`config.mk`:
```
export PLATFORM = sky130hd
export DESIGN_NAME = apb_master_mux
export DESIGN_NICKNAME = d
export VERILOG_FILES = /design/src/rtl/apb_master_mux.sv
export SDC_FILE = /design/constraint.sdc
export NUM_CORES = 1
export LEC_CHECK = 0
export ABC_CLOCK_PERIOD_IN_PS = 2220
export CAP_MARGIN = 5
export CORE_MARGIN = 4
export CORE_UTILIZATION = 36
export CTS_CLUSTER_DIAMETER = 40
export DETAILED_ROUTE_END_ITERATION = 6
export GPL_ROUTABILITY_DRIVEN = 1
export PLACE_DENSITY = 0.82
export SLEW_MARGIN = 15
export SYNTH_ARGS = -nofsm -noshare
export SYNTH_HDL_FRONTEND = slang
export SYNTH_SLANG_ARGS = --single-unit
```
`constraint.sdc`:
```
create_clock -name clk -period 2.22 [get_ports clk]
set_clock_uncertainty 0.15 [all_clocks]
set_input_delay 0.444 -clock clk [delete_from_list [all_inputs] [get_ports clk]]
set_output_delay 0.444 -clock clk [all_outputs]
set_load 0.03 [all_outputs]
```
`src/rtl/apb_master_mux.sv`:
```
// ----------------------------------------------------------------------------
// apb_master_mux
//
// Single-outstanding APB master with address-decoded slave select.
// A request is taken over a valid/ready command port. It is then run as an
// APB SETUP + ACCESS transfer on the slave chosen by the top SEL_W address
// bits, and finished with a one-cycle response pulse that carries read data
// and an error flag.
// Every output comes straight from a flop, so no input reaches an output
// combinationally.
//
// Optional feature (compile-time macro APB_MASTER_TIMEOUT_EN):
//   When defined, an ACCESS phase that waits TIMEOUT cycles without pready
//   is aborted and answered with an error. When undefined, ACCESS waits
//   indefinitely and TIMEOUT has no effect.
//
// Ports:
//   clk, preset          clock (rising edge), async active-low reset
//   req_valid/req_ready  command handshake
//   req_write            1 = write, 0 = read
//   req_addr             byte address, top SEL_W bits select the slave
//   req_wdata            write data
//   rsp_valid            one-cycle response pulse
//   rsp_rdata            read data (0 on writes and errors)
//   rsp_err              slave error, decode error or timeout
//   psel/penable/pwrite/paddr/pwdata   APB request side
//   prdata/pready/pslverr              per-slave APB return, slave i in
//                                      prdata[i*DATA_W +: DATA_W]
// ----------------------------------------------------------------------------
module apb_master_mux #(
   parameter int ADDR_W     = 8,
   parameter int DATA_W     = 32,
   parameter int NUM_SLAVES = 4,
   parameter int TIMEOUT    = 16
) (
   input  logic                         clk,
   input  logic                         preset,
   input  logic                         req_valid,
   output logic                         req_ready,
   input  logic                         req_write,
   input  logic [ADDR_W-1:0]            req_addr,
   input  logic [DATA_W-1:0]            req_wdata,
   output logic                         rsp_valid,
   output logic [DATA_W-1:0]            rsp_rdata,
   output logic                         rsp_err,
   output logic [NUM_SLAVES-1:0]        psel,
   output logic                         penable,
   output logic                         pwrite,
   output logic [ADDR_W-1:0]            paddr,
   output logic [DATA_W-1:0]            pwdata,
   input  logic [NUM_SLAVES*DATA_W-1:0] prdata,
   input  logic [NUM_SLAVES-1:0]        pready,
   input  logic [NUM_SLAVES-1:0]        pslverr
);

   localparam int SEL_W = (NUM_SLAVES > 1) ? $clog2(NUM_SLAVES) : 1;

   typedef enum logic [1:0] {
      IDLE   = 2'd0,
      SETUP  = 2'd1,
      ACCESS = 2'd2
   } state_t;

   state_t                  state_q, state_d;
   logic [SEL_W-1:0]        idx_q, idx_d;

   logic [NUM_SLAVES-1:0]   psel_d;
   logic                    penable_d;
   logic                    pwrite_d;
   logic [ADDR_W-1:0]       paddr_d;
   logic [DATA_W-1:0]       pwdata_d;
   logic                    rsp_valid_d;
   logic [DATA_W-1:0]       rsp_rdata_d;
   logic                    rsp_err_d;
   logic                    req_ready_d;

   // Per-slave read data viewed as a packed array of words.
   logic [NUM_SLAVES-1:0][DATA_W-1:0] prdata_v;
   assign prdata_v = prdata;

   // Request decode. The compare is widened by one bit so that
   // NUM_SLAVES = 2**SEL_W still fits on the right-hand side.
   logic [SEL_W-1:0]        req_idx;
   logic                    idx_ok;
   logic [NUM_SLAVES-1:0]   req_onehot;

   assign req_idx = req_addr[ADDR_W-1 -: SEL_W];
   assign idx_ok  = ({1'b0, req_idx} < (SEL_W+1)'(NUM_SLAVES));

   always_comb begin
      req_onehot = '0;
      for (int i = 0; i < NUM_SLAVES; i++)
         req_onehot[i] = (req_idx == SEL_W'(i));
   end

   // Return mux: only the slave latched at accept time is observed.
   logic                    sel_ready;
   logic                    sel_err;
   logic [DATA_W-1:0]       sel_rdata;

   always_comb begin
      sel_ready = 1'b0;
      sel_err   = 1'b0;
      sel_rdata = '0;
      for (int i = 0; i < NUM_SLAVES; i++) begin
         if (idx_q == SEL_W'(i)) begin
            sel_ready = pready[i];
            sel_err   = pslverr[i];
            sel_rdata = prdata_v[i];
         end
      end
   end

`ifdef APB_MASTER_TIMEOUT_EN
   // Counts ACCESS cycles that ended without pready. It holds k during the
   // (k+1)-th ACCESS cycle, so the limit is reached on ACCESS cycle TIMEOUT.
   localparam int CNT_W = (TIMEOUT > 1) ? $clog2(TIMEOUT) : 1;
   logic [CNT_W-1:0] wait_q, wait_d;
`endif

   // Next-state and next-output logic.
   always_comb begin
      state_d     = state_q;
      idx_d       = idx_q;
      psel_d      = psel;
      penable_d   = penable;
      pwrite_d    = pwrite;
      paddr_d     = paddr;
      pwdata_d    = pwdata;
      rsp_valid_d = 1'b0;
      rsp_rdata_d = rsp_rdata;
      rsp_err_d   = rsp_err;
`ifdef APB_MASTER_TIMEOUT_EN
      wait_d      = wait_q;
`endif

      unique case (state_q)
         IDLE: begin
            // The registered req_ready gates acceptance, so nothing is taken
            // in the first cycle after reset is released.
            if (req_valid && req_ready) begin
               if (idx_ok) begin
                  state_d  = SETUP;
                  idx_d    = req_idx;
                  psel_d   = req_onehot;
                  paddr_d  = req_addr;
                  pwrite_d = req_write;
                  if (req_write)
                     pwdata_d = req_wdata;
               end else begin
                  // Decode error: answer at once, the APB bus stays quiet.
                  rsp_valid_d = 1'b1;
                  rsp_err_d   = 1'b1;
                  rsp_rdata_d = '0;
               end
            end
         end

         SETUP: begin
            state_d   = ACCESS;
            penable_d = 1'b1;
`ifdef APB_MASTER_TIMEOUT_EN
            wait_d    = '0;
`endif
         end

         ACCESS: begin
            if (sel_ready) begin
               state_d     = IDLE;
               psel_d      = '0;
               penable_d   = 1'b0;
               rsp_valid_d = 1'b1;
               rsp_err_d   = sel_err;
               rsp_rdata_d = (!pwrite && !sel_err) ? sel_rdata : '0;
            end
`ifdef APB_MASTER_TIMEOUT_EN
            else if (wait_q == CNT_W'(TIMEOUT - 1)) begin
               state_d     = IDLE;
               psel_d      = '0;
               penable_d   = 1'b0;
               rsp_valid_d = 1'b1;
               rsp_err_d   = 1'b1;
               rsp_rdata_d = '0;
            end else begin
               wait_d = wait_q + 1'b1;
            end
`endif
         end

         default: begin
            state_d   = IDLE;
            psel_d    = '0;
            penable_d = 1'b0;
         end
      endcase

      // Ready tracks the state being entered, so it reasserts in the same
      // cycle that rsp_valid pulses.
      req_ready_d = (state_d == IDLE);
   end

   always_ff @(posedge clk or negedge preset) begin
      if (!preset) begin
         state_q   <= IDLE;
         idx_q     <= '0;
         psel      <= '0;
         penable   <= 1'b0;
         pwrite    <= 1'b0;
         paddr     <= '0;
         pwdata    <= '0;
         rsp_valid <= 1'b0;
         rsp_rdata <= '0;
         rsp_err   <= 1'b0;
         req_ready <= 1'b0;
`ifdef APB_MASTER_TIMEOUT_EN
         wait_q    <= '0;
`endif
      end else begin
         state_q   <= state_d;
         idx_q     <= idx_d;
         psel      <= psel_d;
         penable   <= penable_d;
         pwrite    <= pwrite_d;
         paddr     <= paddr_d;
         pwdata    <= pwdata_d;
         rsp_valid <= rsp_valid_d;
         rsp_rdata <= rsp_rdata_d;
         rsp_err   <= rsp_err_d;
         req_ready <= req_ready_d;
`ifdef APB_MASTER_TIMEOUT_EN
         wait_q    <= wait_d;
`endif
      end
   end

endmodule

```
==> results.toml <==
[outcome]
status = "complete, no violations"

[finish]
antenna_cells = 0
n_fill_cell = 866
areaGrowthSynthToFinish_pct = 73.6
multi_input_area_sq_mm = 0.00175
regArea_sq_mm = 0.00208
fin_cells = 654
drive_gt1_share_pct = 21.4
postLayoutCoreUtil_pct = 63.9
fin_nets = 689

[critical_path]
worstSetupStartpointType = "register"
path_depth = 4
path_buf_inv = 0
reg2reg_depth = 4
crit_fanout = 31
end_kind = "register"
crit_arrival_ns = 2.18
path_class = "reg2reg"
required_ns = 2.34
max_stage_delay_ns = 0.59
critPathSlowestCell = "nor2b_4"
crit_family = "simple AND/OR/NAND/NOR gates"
crit_chain = "mux4_2, nand3b_4, nor2b_4, a22o_1"

[sta]
max_freq_mhz = 487
rsz0062_at_grt = "no"
worst_slack_ns = 0.165
tns_ns = 0
finalSetupViolations = 0
slew_headroom_pct = 51.3
hold_viol = 0
post-route-period-util_pct = 92.6
worst_slew_pin_slew_ns = 0.728
slew_violations = 0
fin_crit_ns = 2.05

[synth]
syn_avg_cell_area_sq_um = 16.3
synth-seq-cells = 83
ys.flop_type = "dfrtp_1"
synth_cells = 245
synth-edff-count = 0
synthesis.area_sq_mm = 0.00399
ys_seq_area_share_pct = 52.1
synthArstFlopShare_pct = 100
yosysWarnings = 0
synth.distinct_cells = 28
syn_nets = 425

[grt]
grt_remaining_overflow = 0
grt_usage_pct = 19.8
antenna_found_initial = 0
grt_pass1_vias = 3651
grt_max_degree = 38
grt_pass1_wl_mm = 19.9

[floorplanning]
fp.dieH_microns = 113
fp.coreArea_sq_mm = 0.0108
fp.dieW_microns = 113
initial_core_util_pct = 36.8
die-area_sq_mm = 0.0128
std_cell_rows = 38
io_pins = 261

[clocking]
clock_path_buffers = 2
cts_sinks = 83
cts-root-buf = "clkbuf_8"
htreeDepth = 3
cts_tree = "yes"
path_clk_slew_ns = 0.08
cts_setup_buffers = 0
cts_buffers = 9
clock_latency_ns = 0.34

[route]
drt-initial-drc-count = 101
routedWlPerCell_microns = 20.0
drc_errors = 0
firstDrtPassIters = 4
via_count = 3354
final_antenna_net_count = 0
wl_mm = 13.1
viasPerCell = 5.13

[pwr]
vdd_drop_max_mv = 0.847
p_per_area_mw_per_mm2 = 1370
p_leak_uw = 0.00282
p_total_uw = 9460

[placement]
pre_cts_slack_ns = -0.174
dp_hpwl_mm = 10.4
portBuffers = 260
dpl.cell_count = 637
gp_congestion = 0.875

[worst_hold_path]
hold_path_class = "reg2reg"
whs_path_depth = 2

[job]
cap_violations = 0
[cells in the mapped netlist, types with 2 or more instances]
cell / number / share of area, %
dfrtp_1: 83 / 52
mux2_2: 40 / 11
mux4_2: 33 / 19
a22o_1: 32 / 7.0
buf_6: 7 / 2.0
buf_2: 5 / 0.63
buf_4: 4 / 0.75
clkbuf_1: 4 / 0.38
mux2i_1: 4 / 1.0
nand2_1: 4 / 0.38
o21ai_0: 4 / 0.50
o22a_1: 4 / 0.88
inv_1: 2 / 0.19
mux2_1: 2 / 0.56
nand2b_1: 2 / 0.31
nor2_1: 2 / 0.19
nor4b_1: 2 / 0.44
[worst reg2reg max path, delay by kind of cell, from the launching register on]
family	cells	cell delay (ns)
AND/OR/NAND/NOR	2	0.70
flip-flops	1	0.48
multiplexers	1	0.41
AO/OA/AOI/OAI	1	0.25
[kinds of logic (layout without fill, tap and decap cells)]
| group | Yosys count | in the layout | synth area share [%] |
|---|---|---|---|
| DFF | 83 | 83 | 52.1 |
| muxes | 79 | 79 | 31.5 |
| AOI/OAI and AO/OA | 42 | 42 | 8.75 |
| buffers and inverters | 22 | 291 | 3.92 |
| and+or+nand+nor | 19 | 19 | 3.73 |
[layer usage]
layer	share of wire, %	up-vias	track usage (%)
met3	6.2	14	4.22
met4	1.4	0	5.21
met1	40	1710	24.6
met2	53	139	35.2
met5	0	-	0
li1	-	1491	-
[state kept, by name, summed over array words and instances, names as in the netlist, 2 cells and up]
register	cells
paddr	8
psel	4
pwdata	32
rsp_rdata	32
state_q	2
[cell type report]
class	count	area share (%)
clock buffer	10	1.99
inverter	2	0.108
timing repair buffer	273	39.3
tap	140	2.53
clock inverter	6	0.687
sequential	83	30.0
multi-input combinational	140	25.3
[per-stage QoR]
step	cell area [sq um]	hold slack, ns
after floorplan	3990	-0.00159
after global placement	6730	0.242
after detailed placement	6730	0.247
after CTS	6920	0.338
after global routing	6920	0.358
final	6920	0.332
[final timing paths]
kind | endpoint | startpoint | slack, ns
worst max-delay path | rsp_rdata[24] | paddr[6] | 0.17
worst min-delay path | rsp_rdata[26] | rsp_rdata[26] | 0.33
worst max register to register | rsp_rdata[24] | paddr[6] | 0.17
worst min register to register | rsp_rdata[26] | rsp_rdata[26] | 0.33
max in group asynchronous | rsp_rdata[7] | preset | 0.91
min in group asynchronous | pwdata[19] | preset | 0.40
[where the power goes]
part	leakage (uW)	switching (uW)	internal [uW]
Combinational	0.00169	2890	2830
Clock	0.0000933	568	447
Sequential	0.00104	457	2260
Total	0.00282	3910	5540
[cell usage in the layout (no fill, tap or decap), drive strengths merged, types with 2 or more instances in the layout]
cell type,instances
buf,15
dfrtp,83
clkdlybuf4s50,257
a22o,32
nand2,5
mux4,33
nor4b,2
clkbuf,10
nor2b,2
nand2b,2
inv,4
mux2i,4
mux2,42
nor2,2
o21ai,4
clkinv,3
o22a,4
[repair_timing]
item	in CTS	in global routing
hold buffers	1	0
resized for setup	0	0
endpoints found under the hold margin	27	0
setup endpoints to repair	0	0
Power figures use the tool's default switching activity.
